[config.mk]
export PLATFORM = sky130hd
export DESIGN_NAME = serializer_wide_narrow
export DESIGN_NICKNAME = d
export VERILOG_FILES = /design/src/rtl/serializer_wide_narrow.sv
export SDC_FILE = /design/constraint.sdc
export NUM_CORES = 1
export LEC_CHECK = 0
export ABC_AREA = 1
export BUFFER_PORTS_ARGS = -buffer_cell sky130_fd_sc_hd__buf_2
export CORE_MARGIN = 2
export CORE_UTILIZATION = 45
export DETAILED_ROUTE_END_ITERATION = 7
export PLACE_DENSITY_LB_ADDON = 0.2
export REMOVE_ABC_BUFFERS = 1
export SETUP_SLACK_MARGIN = 0.02
export SLEW_MARGIN = 5
export SYNTH_ARGS = -nofsm -noshare
export SYNTH_HDL_FRONTEND = slang
export SYNTH_SLANG_ARGS = --single-unit
[constraint.sdc]
create_clock -name clk -period 6.3 [get_ports clk]
set_clock_uncertainty 0.05 [all_clocks]
set_input_delay 0 -clock clk [delete_from_list [all_inputs] [get_ports clk]]
set_output_delay 0 -clock clk [all_outputs]
set_load 0.03 [all_outputs]
[src/rtl/serializer_wide_narrow.sv]
// serializer_wide_narrow: buffers IN_W-bit words in a DEPTH-word FIFO and
// streams them out as IN_W/OUT_W chunks of OUT_W bits on consumer request.
//
// Ports:
//   clk, reset       rising-edge clock, async active-high reset
//   strobe_in        write strobe for input_data (dropped when full)
//   input_data       IN_W-bit input word
//   req_data         consumer request for one chunk
//   ready            a loaded word has chunks available (registered)
//   strobe_out       data_out valid, one cycle per chunk
//   data_out         OUT_W-bit chunk, holds its last value
//   data_end         marks the last chunk of a word (with strobe_out)
//   full             FIFO holds DEPTH words
//   overflow         one-cycle pulse after a dropped write
//
// Optional build macro SER_MSB_FIRST_EN: emit chunks most-significant
// first. Undefined (default): least-significant chunk first.

module serializer_wide_narrow #(
  parameter int IN_W  = 64,
  parameter int OUT_W = 8,
  parameter int DEPTH = 4
) (
  input  logic             clk,
  input  logic             reset,
  input  logic             strobe_in,
  input  logic [IN_W-1:0]  input_data,
  input  logic             req_data,
  output logic             ready,
  output logic             data_end,
  output logic             strobe_out,
  output logic [OUT_W-1:0] data_out,
  output logic             full,
  output logic             overflow
);

  localparam int RATIO = IN_W / OUT_W;
  localparam int CW    = (RATIO > 1) ? $clog2(RATIO) : 1;
  localparam int AW    = (DEPTH > 1) ? $clog2(DEPTH) : 1;

  localparam logic [CW-1:0] LAST_C  = CW'(RATIO - 1);
  localparam logic [AW:0]   DEPTH_C = (AW+1)'(DEPTH);

  typedef enum logic {
    IDLE  = 1'b0,
    SHIFT = 1'b1
  } state_t;

  // FIFO storage and bookkeeping
  logic [IN_W-1:0] mem_q [DEPTH];
  logic [AW-1:0]   wptr_q;
  logic [AW-1:0]   rptr_q;
  logic [AW:0]     fcnt_q;
  logic [AW:0]     fcnt_d;
  logic            full_q;
  logic            ovf_q;

  // Holding register and output side
  state_t          state_q;
  logic [IN_W-1:0] hold_q;
  logic [CW-1:0]   cnt_q;
  logic            strobe_q;
  logic            end_q;
  logic [OUT_W-1:0] dout_q;

  logic             empty;
  logic             last;
  logic             push;
  logic             pop;
  logic [OUT_W-1:0] chunk_w [RATIO];
  logic [OUT_W-1:0] chunk;

  assign empty = (fcnt_q == '0);
  assign last  = (cnt_q == LAST_C);

  // A write is refused while full even if a pop frees a slot
  // at the same edge; full is the registered flag.
  assign push = strobe_in & ~full_q;

  // Pop either to fill an idle holding register, or to chain the
  // next word right behind the last chunk of the current one.
  assign pop = ~empty &
               ((state_q == IDLE) |
                (req_data & last));

  always_comb begin
    fcnt_d = fcnt_q;
    unique case ({push, pop})
      2'b10:   fcnt_d = fcnt_q + (AW+1)'(1);
      2'b01:   fcnt_d = fcnt_q - (AW+1)'(1);
      default: fcnt_d = fcnt_q;
    endcase
  end

  always_comb begin
    for (int k = 0; k < RATIO; k++) begin
`ifdef SER_MSB_FIRST_EN
      chunk_w[k] = hold_q[IN_W-1-k*OUT_W -: OUT_W];
`else
      chunk_w[k] = hold_q[k*OUT_W +: OUT_W];
`endif
    end
  end

  assign chunk = chunk_w[cnt_q];

  always_ff @(posedge clk) begin
    if (push) begin
      mem_q[wptr_q] <= input_data;
    end
  end

  always_ff @(posedge clk or posedge reset) begin
    if (reset) begin
      wptr_q <= '0;
      rptr_q <= '0;
      fcnt_q <= '0;
      full_q <= 1'b0;
      ovf_q  <= 1'b0;
    end else begin
      if (push) begin
        wptr_q <= wptr_q + AW'(1);
      end
      if (pop) begin
        rptr_q <= rptr_q + AW'(1);
      end
      fcnt_q <= fcnt_d;
      full_q <= (fcnt_d == DEPTH_C);
      ovf_q  <= strobe_in & full_q;
    end
  end

  always_ff @(posedge clk or posedge reset) begin
    if (reset) begin
      state_q  <= IDLE;
      hold_q   <= '0;
      cnt_q    <= '0;
      strobe_q <= 1'b0;
      end_q    <= 1'b0;
      dout_q   <= '0;
    end else begin
      strobe_q <= 1'b0;
      end_q    <= 1'b0;
      unique case (state_q)
        IDLE: begin
          if (!empty) begin
            hold_q  <= mem_q[rptr_q];
            cnt_q   <= '0;
            state_q <= SHIFT;
          end
        end
        SHIFT: begin
          if (req_data) begin
            strobe_q <= 1'b1;
            dout_q   <= chunk;
            end_q    <= last;
            if (!last) begin
              cnt_q <= cnt_q + CW'(1);
            end else if (!empty) begin
              hold_q <= mem_q[rptr_q];
              cnt_q  <= '0;
            end else begin
              state_q <= IDLE;
            end
          end
        end
        default: state_q <= IDLE;
      endcase
    end
  end

  assign ready      = (state_q == SHIFT);
  assign strobe_out = strobe_q;
  assign data_end   = end_q;
  assign data_out   = dout_q;
  assign full       = full_q;
  assign overflow   = ovf_q;

endmodule
# After elaboration in Yosys (flattened, before gate mapping)
# Memories as Yosys holds them, arrays and structs flattened.
# Index checks and enable logic that the tools add are counted.
# Widths: inputs -> output; s select.
word_totals:
  regBits: 87
  latch_bits: 0
  mem_bits_rw: 256
  rom_bits: 0
  in_bits: 68
  out_inout_bits: 13
  n_memories: 1
classes:
  n_addsub: 5
  multipliers: 0
  div_mod_pow: 0
  magnitude_cmp: 1
  eq_ne: 6
  shifts: 0
  muxes: 22
  n_bitwise: 9
  n_reduce_logical: 3
mem_list:
  columns: ["name", "words", "word_bits", "read_ports", "rd_clocked_by_memory_dff", "write_ports", "line", "source"]
  rows:
  - ["mem_q", 4, 64, 1, 0, 1, "50", "logic [IN_W-1:0] mem_q [DEPTH];"]
ops:
  columns: ["operator", "count"]
  rows:
  - ["$mux 64", 3]
  - ["$pmux 64 s2", 1]
  - ["$bmux 8 s3", 1]
  - ["$mux 8", 2]
  - ["$pmux 3 s2", 2]
  - ["$mux 1", 9]
  - ["$mux 3", 3]
  - ["$add 3x1->3 const B", 2]
  - ["$eq 3x3->1 const B", 2]
  - ["$add 2x1->2 const B", 2]
  - ["$and 1x1->1", 4]
  - ["$ge 4x4->1 const B", 1]
  - ["$not 3->4", 1]
  - ["$reduce_and 2->1", 2]
  - ["$logic_not 3->1", 1]
  - ["$not 1->1", 3]
  - ["$sub 3x1->3 const B", 1]
  - ["$eq 2x1->1 const B", 1]
  - ["$eq 2x2->1 const B", 1]
  - ["$ne 2x1->1 const B", 1]
  - ["$ne 2x2->1 const B", 1]
  - ["$pmux 1 s2", 1]
  - ["$or 1x1->1", 1]

# Depth between registers and ports, before layout
logic_depth:
  ltp_word: 7
  depth_mapped: 15
  depth_no_buf: 13

# Worst setup path after synthesis
# Ideal clock, no wire load.
synth_path:
  path_kind: "flip-flop to flip-flop"
  startpoint: "reg full_q, in the netlist full"
  endpoint: "mem mem_q[0][0] (enable)"
  arrival_time_ps: 3428
  path_slack_ps: 2336
  stages_incl_launch_ff: 4
  cell_sequence: "dfrtp_1 -> inv_1 -> nand2_1 -> nor2_1"
synth_via:
  elab_chain_cells: 4
synth_lines:
  columns: ["item", "line", "source"]
  rows:
  - ["start: declaration", "55", "logic full_q;"]
  - ["start signal: assignment", "128", "full_q <= (fcnt_d == DEPTH_C);"]
  - ["$not 1->1", "78", "assign push = strobe_in & ~full_q;"]
  - ["$and 1x1->1", "78", null]
  - ["$mux 1", "108", "if (push) begin"]
  - ["$mux 1 (not written as such)", "109", "mem_q[wptr_q] <= input_data;"]
  - ["end: declaration", "50", null]
# No other way between the ends.

# Worst setup path in the final report
layout_path:
  startpoint: "reg cnt_q[0]"
  endpoint: "reg full_q, in the netlist full"
layout_via:
  elab_chain_cells: 7
layout_lines:
  columns: ["item", "line", "source"]
  rows:
  - ["start: declaration", "61", "logic [CW-1:0] cnt_q;"]
  - ["start signal: assignment", "158", "cnt_q <= cnt_q + CW'(1);"]
  - ["$eq 3x3->1 *", "74", "assign last = (cnt_q == LAST_C);"]
  - ["$and 1x1->1 *", "84", "(req_data & last));"]
  - ["$or 1x1->1 *", "83", "((state_q == IDLE) |"]
  - ["$and 1x1->1 *", "82", "assign pop = ~empty &"]
  - ["$eq 2x1->1 or $eq 2x2->1 (tied branches)", "88", "unique case ({push, pop})"]
  - ["$pmux 3 s2 *", "88", null]
  - ["via fcnt_d[1]", "54", "logic [AW:0] fcnt_d;"]
  - ["$eq 3x3->1 *", "128", null]
# The timed path passes the listed nets; every way through them passes the cells marked *.
# A chain may end at the register's enable or synchronous reset.

==> results.py <==
metrics = {
    "clock_tree": {
        "cts_repair_resize_count": 0,
        "cts_sinks": 343,
        "cts_tree": "yes",
        "clock_path_buffers": 3,
        "clk_latency_ns": 0.52,
        "post_cts_buffers": 0,
        "cts_buffers": 37,
        "htreeDepth": 2,
        "cts_root_buffer": "clkbuf_16",
        "cts.clk_slew.worst_paths_ns": 0.06,
    },
    "timing": {
        "finalCriticalPeriod_ns": 3.560,
        "slew_violations": 0,
        "rsz0062_at_grt": "false",
        "worst_slew_pin_slew_ns": 1.041,
        "setup_viol": 0,
        "fmax_ghz": 0.2809,
        "slew_headroom_pct": 30.62,
        "fin_crit_sh_pct": 56.51,
        "final-hold-violation-count": 0,
        "hold_slack_ns": 0.09803,
        "fin_setup_tns_ns": 0,
    },
    "logic_synthesis": {
        "yosysSeqAreaShare_pct": 71.62,
        "syn-mean-instance-area_um2": 11.53,
        "synth_cell_types": 24,
        "synth-compound-area-share_pct": 10.00,
        "synth_area_leaders": "edfxtp_1, dfrtp_1, nand2_1",
        "synth_top_area_share_pct": 55.81,
        "synth_top_family_by_area": "simple AND/OR/NAND/NOR gates",
        "yosys.area_share.simple_pct": 10.47,
        "ys_warn_count": 0,
        "yosysTopAreaCell": "edfxtp_1",
        "netlist_area_um2": 13770,
        "synthCells": 1195,
        "ys_ff_latch": 343,
        "synthAdderAreaFrac_pct": 0.7813,
        "synthXorXnorAreaFrac_pct": 0.2544,
        "synthMuxAreaShare_pct": 0,
    },
    "layout": {
        "post-route-util_pct": 53.69,
        "area_delta_synth_final_pct": 18.31,
        "drive_gt1_share_pct": 11.43,
        "fillers": 2615,
        "insertedDiodeCount": 0,
        "num-nets-final": 1403,
        "most-common-layout-cells": "nand2_1, edfxtp_1, inv_1, a21oi_1, dfrtp_1",
        "layout_commonest_cell": "nand2_1",
    },
    "flow_run": {
        "drv_cap": 0,
    },
    "drt": {
        "drt_first_pass_iters": 4,
        "vias": 8776,
        "route.detailed.drc": 0,
        "wl_per_cell_um": 16.91,
        "antenna_left": 0,
        "wirelength_mm": 29.63,
        "drt-vias-per-instance": 5.009,
        "drtIter0Drc": 570,
    },
    "power": {
        "peakVddDrop_v": 0.0002325,
        "powerDensity_nw_per_um2": 456.9,
        "leakagePower_nw": 6.683,
    },
    "floorplanning": {
        "io_pins": 81,
        "start_util_pct": 45.38,
        "die_x_um": 179.0,
        "coreArea_um2": 30350,
        "rows": 64,
        "die-area_um2": 32020,
        "die-height_um": 179.0,
    },
    "grt": {
        "grt_pass1_vias": 8334,
        "grt_start_max_net_pins": 97,
        "grt_use_total_pct": 18.98,
        "grt_first_pass_wirelength_mm": 46.24,
        "grt-ovfl-total": 0,
        "antenna_found_initial": 0,
    },
    "setup_path": {
        "reg2reg_to": "full$_DFF_PP0_",
        "cp-start-kind": "flip-flop",
        "worst-r2r-setup-slack_ns": 2.74,
        "endpoint_kind": "flip-flop",
        "cp.arrival_ns": 3.96,
        "cp.required_ns": 6.70,
        "cp_max_fo": 57,
        "criticalPathCategory": "flip-flop to flip-flop",
        "startpoint": "cnt_q[0]$_DFFE_PP0N_",
        "reg2reg_from": "cnt_q[0]$_DFFE_PP0N_",
        "reg2reg_depth": 14,
    },
    "outcome": {
        "outcome": "finished, final reports clean",
    },
    "worst_hold_path": {
        "hold_path.class": "input pin to async pin",
    },
    "placement": {
        "dp_hpwl_mm": 16.03,
        "portBuffers": 80,
        "routabilityCongestion": 0.7183,
    },
}
-- final cells by class --
| type | instances | area (um^2) | area share (%) |
|---|---|---|---|
| clock inverter | 7 | 62.56 | 0.3839 |
| clock buffer | 61 | 1129 | 6.926 |
| timing repair buffer | 161 | 1176 | 7.218 |
| tap | 396 | 495.5 | 3.041 |
| inverter | 151 | 570.5 | 3.501 |
| multi-input combinational | 633 | 2993 | 18.37 |
| sequential | 343 | 9868 | 60.56 |
-- state kept, by name, summed over array words and instances (netlist names) --
signal,cells
cnt_q,3
data_end,1
data_out,8
fcnt_q,3
full,1
hold_q,64
mem_q,256
overflow,1
ready,1
rptr_q,2
strobe_out,1
wptr_q,2
-- worst max-delay path: stages, from the launching register on --
cell,delay [ns]
dfrtp_1,0.35
buf_4,0.26
ha_1,0.25
ha_1,0.21
nand2_1,0.06
nand2_1,0.06
nand2_1,0.11
clkinv_2,0.58
ha_1,0.53
fa_1,0.43
or2_2,0.27
o21ai_0,0.07
inv_1,0.07
nor2_1,0.07
and2_1,0.12
-- power by group --
group / switching, mW / total [mW] / internal (mW) / leakage [nW]
Clock: 0.848 / 2.11 / 1.26 / 0.576
Combinational: 1.45 / 2.09 / 0.648 / 2.74
Sequential: 0.191 / 3.24 / 3.05 / 3.37
Total: 2.49 / 7.45 / 4.96 / 6.68
-- how the worst max path moves through the flow --
stage,slack (ns),to
after global placement,2.74,full$_DFF_PP0_
final,2.74,full$_DFF_PP0_
after detailed placement,2.69,full$_DFF_PP0_
after CTS,2.68,full$_DFF_PP0_
after floorplan,1.52,hold_q[0]$_DFFE_PP0P_
after global routing,2.39,full$_DFF_PP0_
-- routing by layer --
layer | share of wire [%] | global-route usage (%) | up-vias
met1 | 46 | 26.43 | 4242
met4 | 2.1 | 5.217 | 0
met2 | 48 | 31.30 | 149
met5 | 0 | 0 | -
met3 | 3.6 | 2.757 | 44
li1 | - | - | 4341
-- per-stage QoR --
stage	instance area (um^2)	cells	setup slack, ns	total power, mW
2_1_floorplan	13390	1127	1.521	4.725
4_1_cts	16290	1752	2.678	7.520
3_5_place_dp	14430	1617	2.692	5.375
5_1_grt	16290	1752	2.394	7.908
6_report	16290	1752	2.740	7.445
3_3_place_gp	14430	1617	2.745	5.328
-- Yosys cell counts --
library cell  instances
nand2_1             287
edfxtp_1            256
inv_1               149
a21oi_1             129
dfrtp_1              87
o22ai_1              65
o21ai_0              64
nand3_1              61
buf_2                39
clkbuf_1             17
nor2_1               11
buf_6                 8
ha_1                  7
xor2_1                3
buf_1                 2
inv_2                 2
and2_1                1
buf_4                 1
buf_8                 1
fa_1                  1
nor2_2                1
o21ai_1               1
or2_2                 1
xnor2_1               1
-- cells by family after synthesis --
| kind of cell | after synthesis |
|---|---|
| xor+xnor | 4 |
| simple gates | 362 |
| buf+inv | 219 |
| compound gates | 259 |
| fa+ha+maj | 8 |
| flops | 343 |
-- what timing repair did --
item	4_1_cts	5_1_grt
endpoints found under the hold margin	301	0
setup endpoints to repair	0	0
hold buffers	67	0
(Power assumes the default switching activity.)
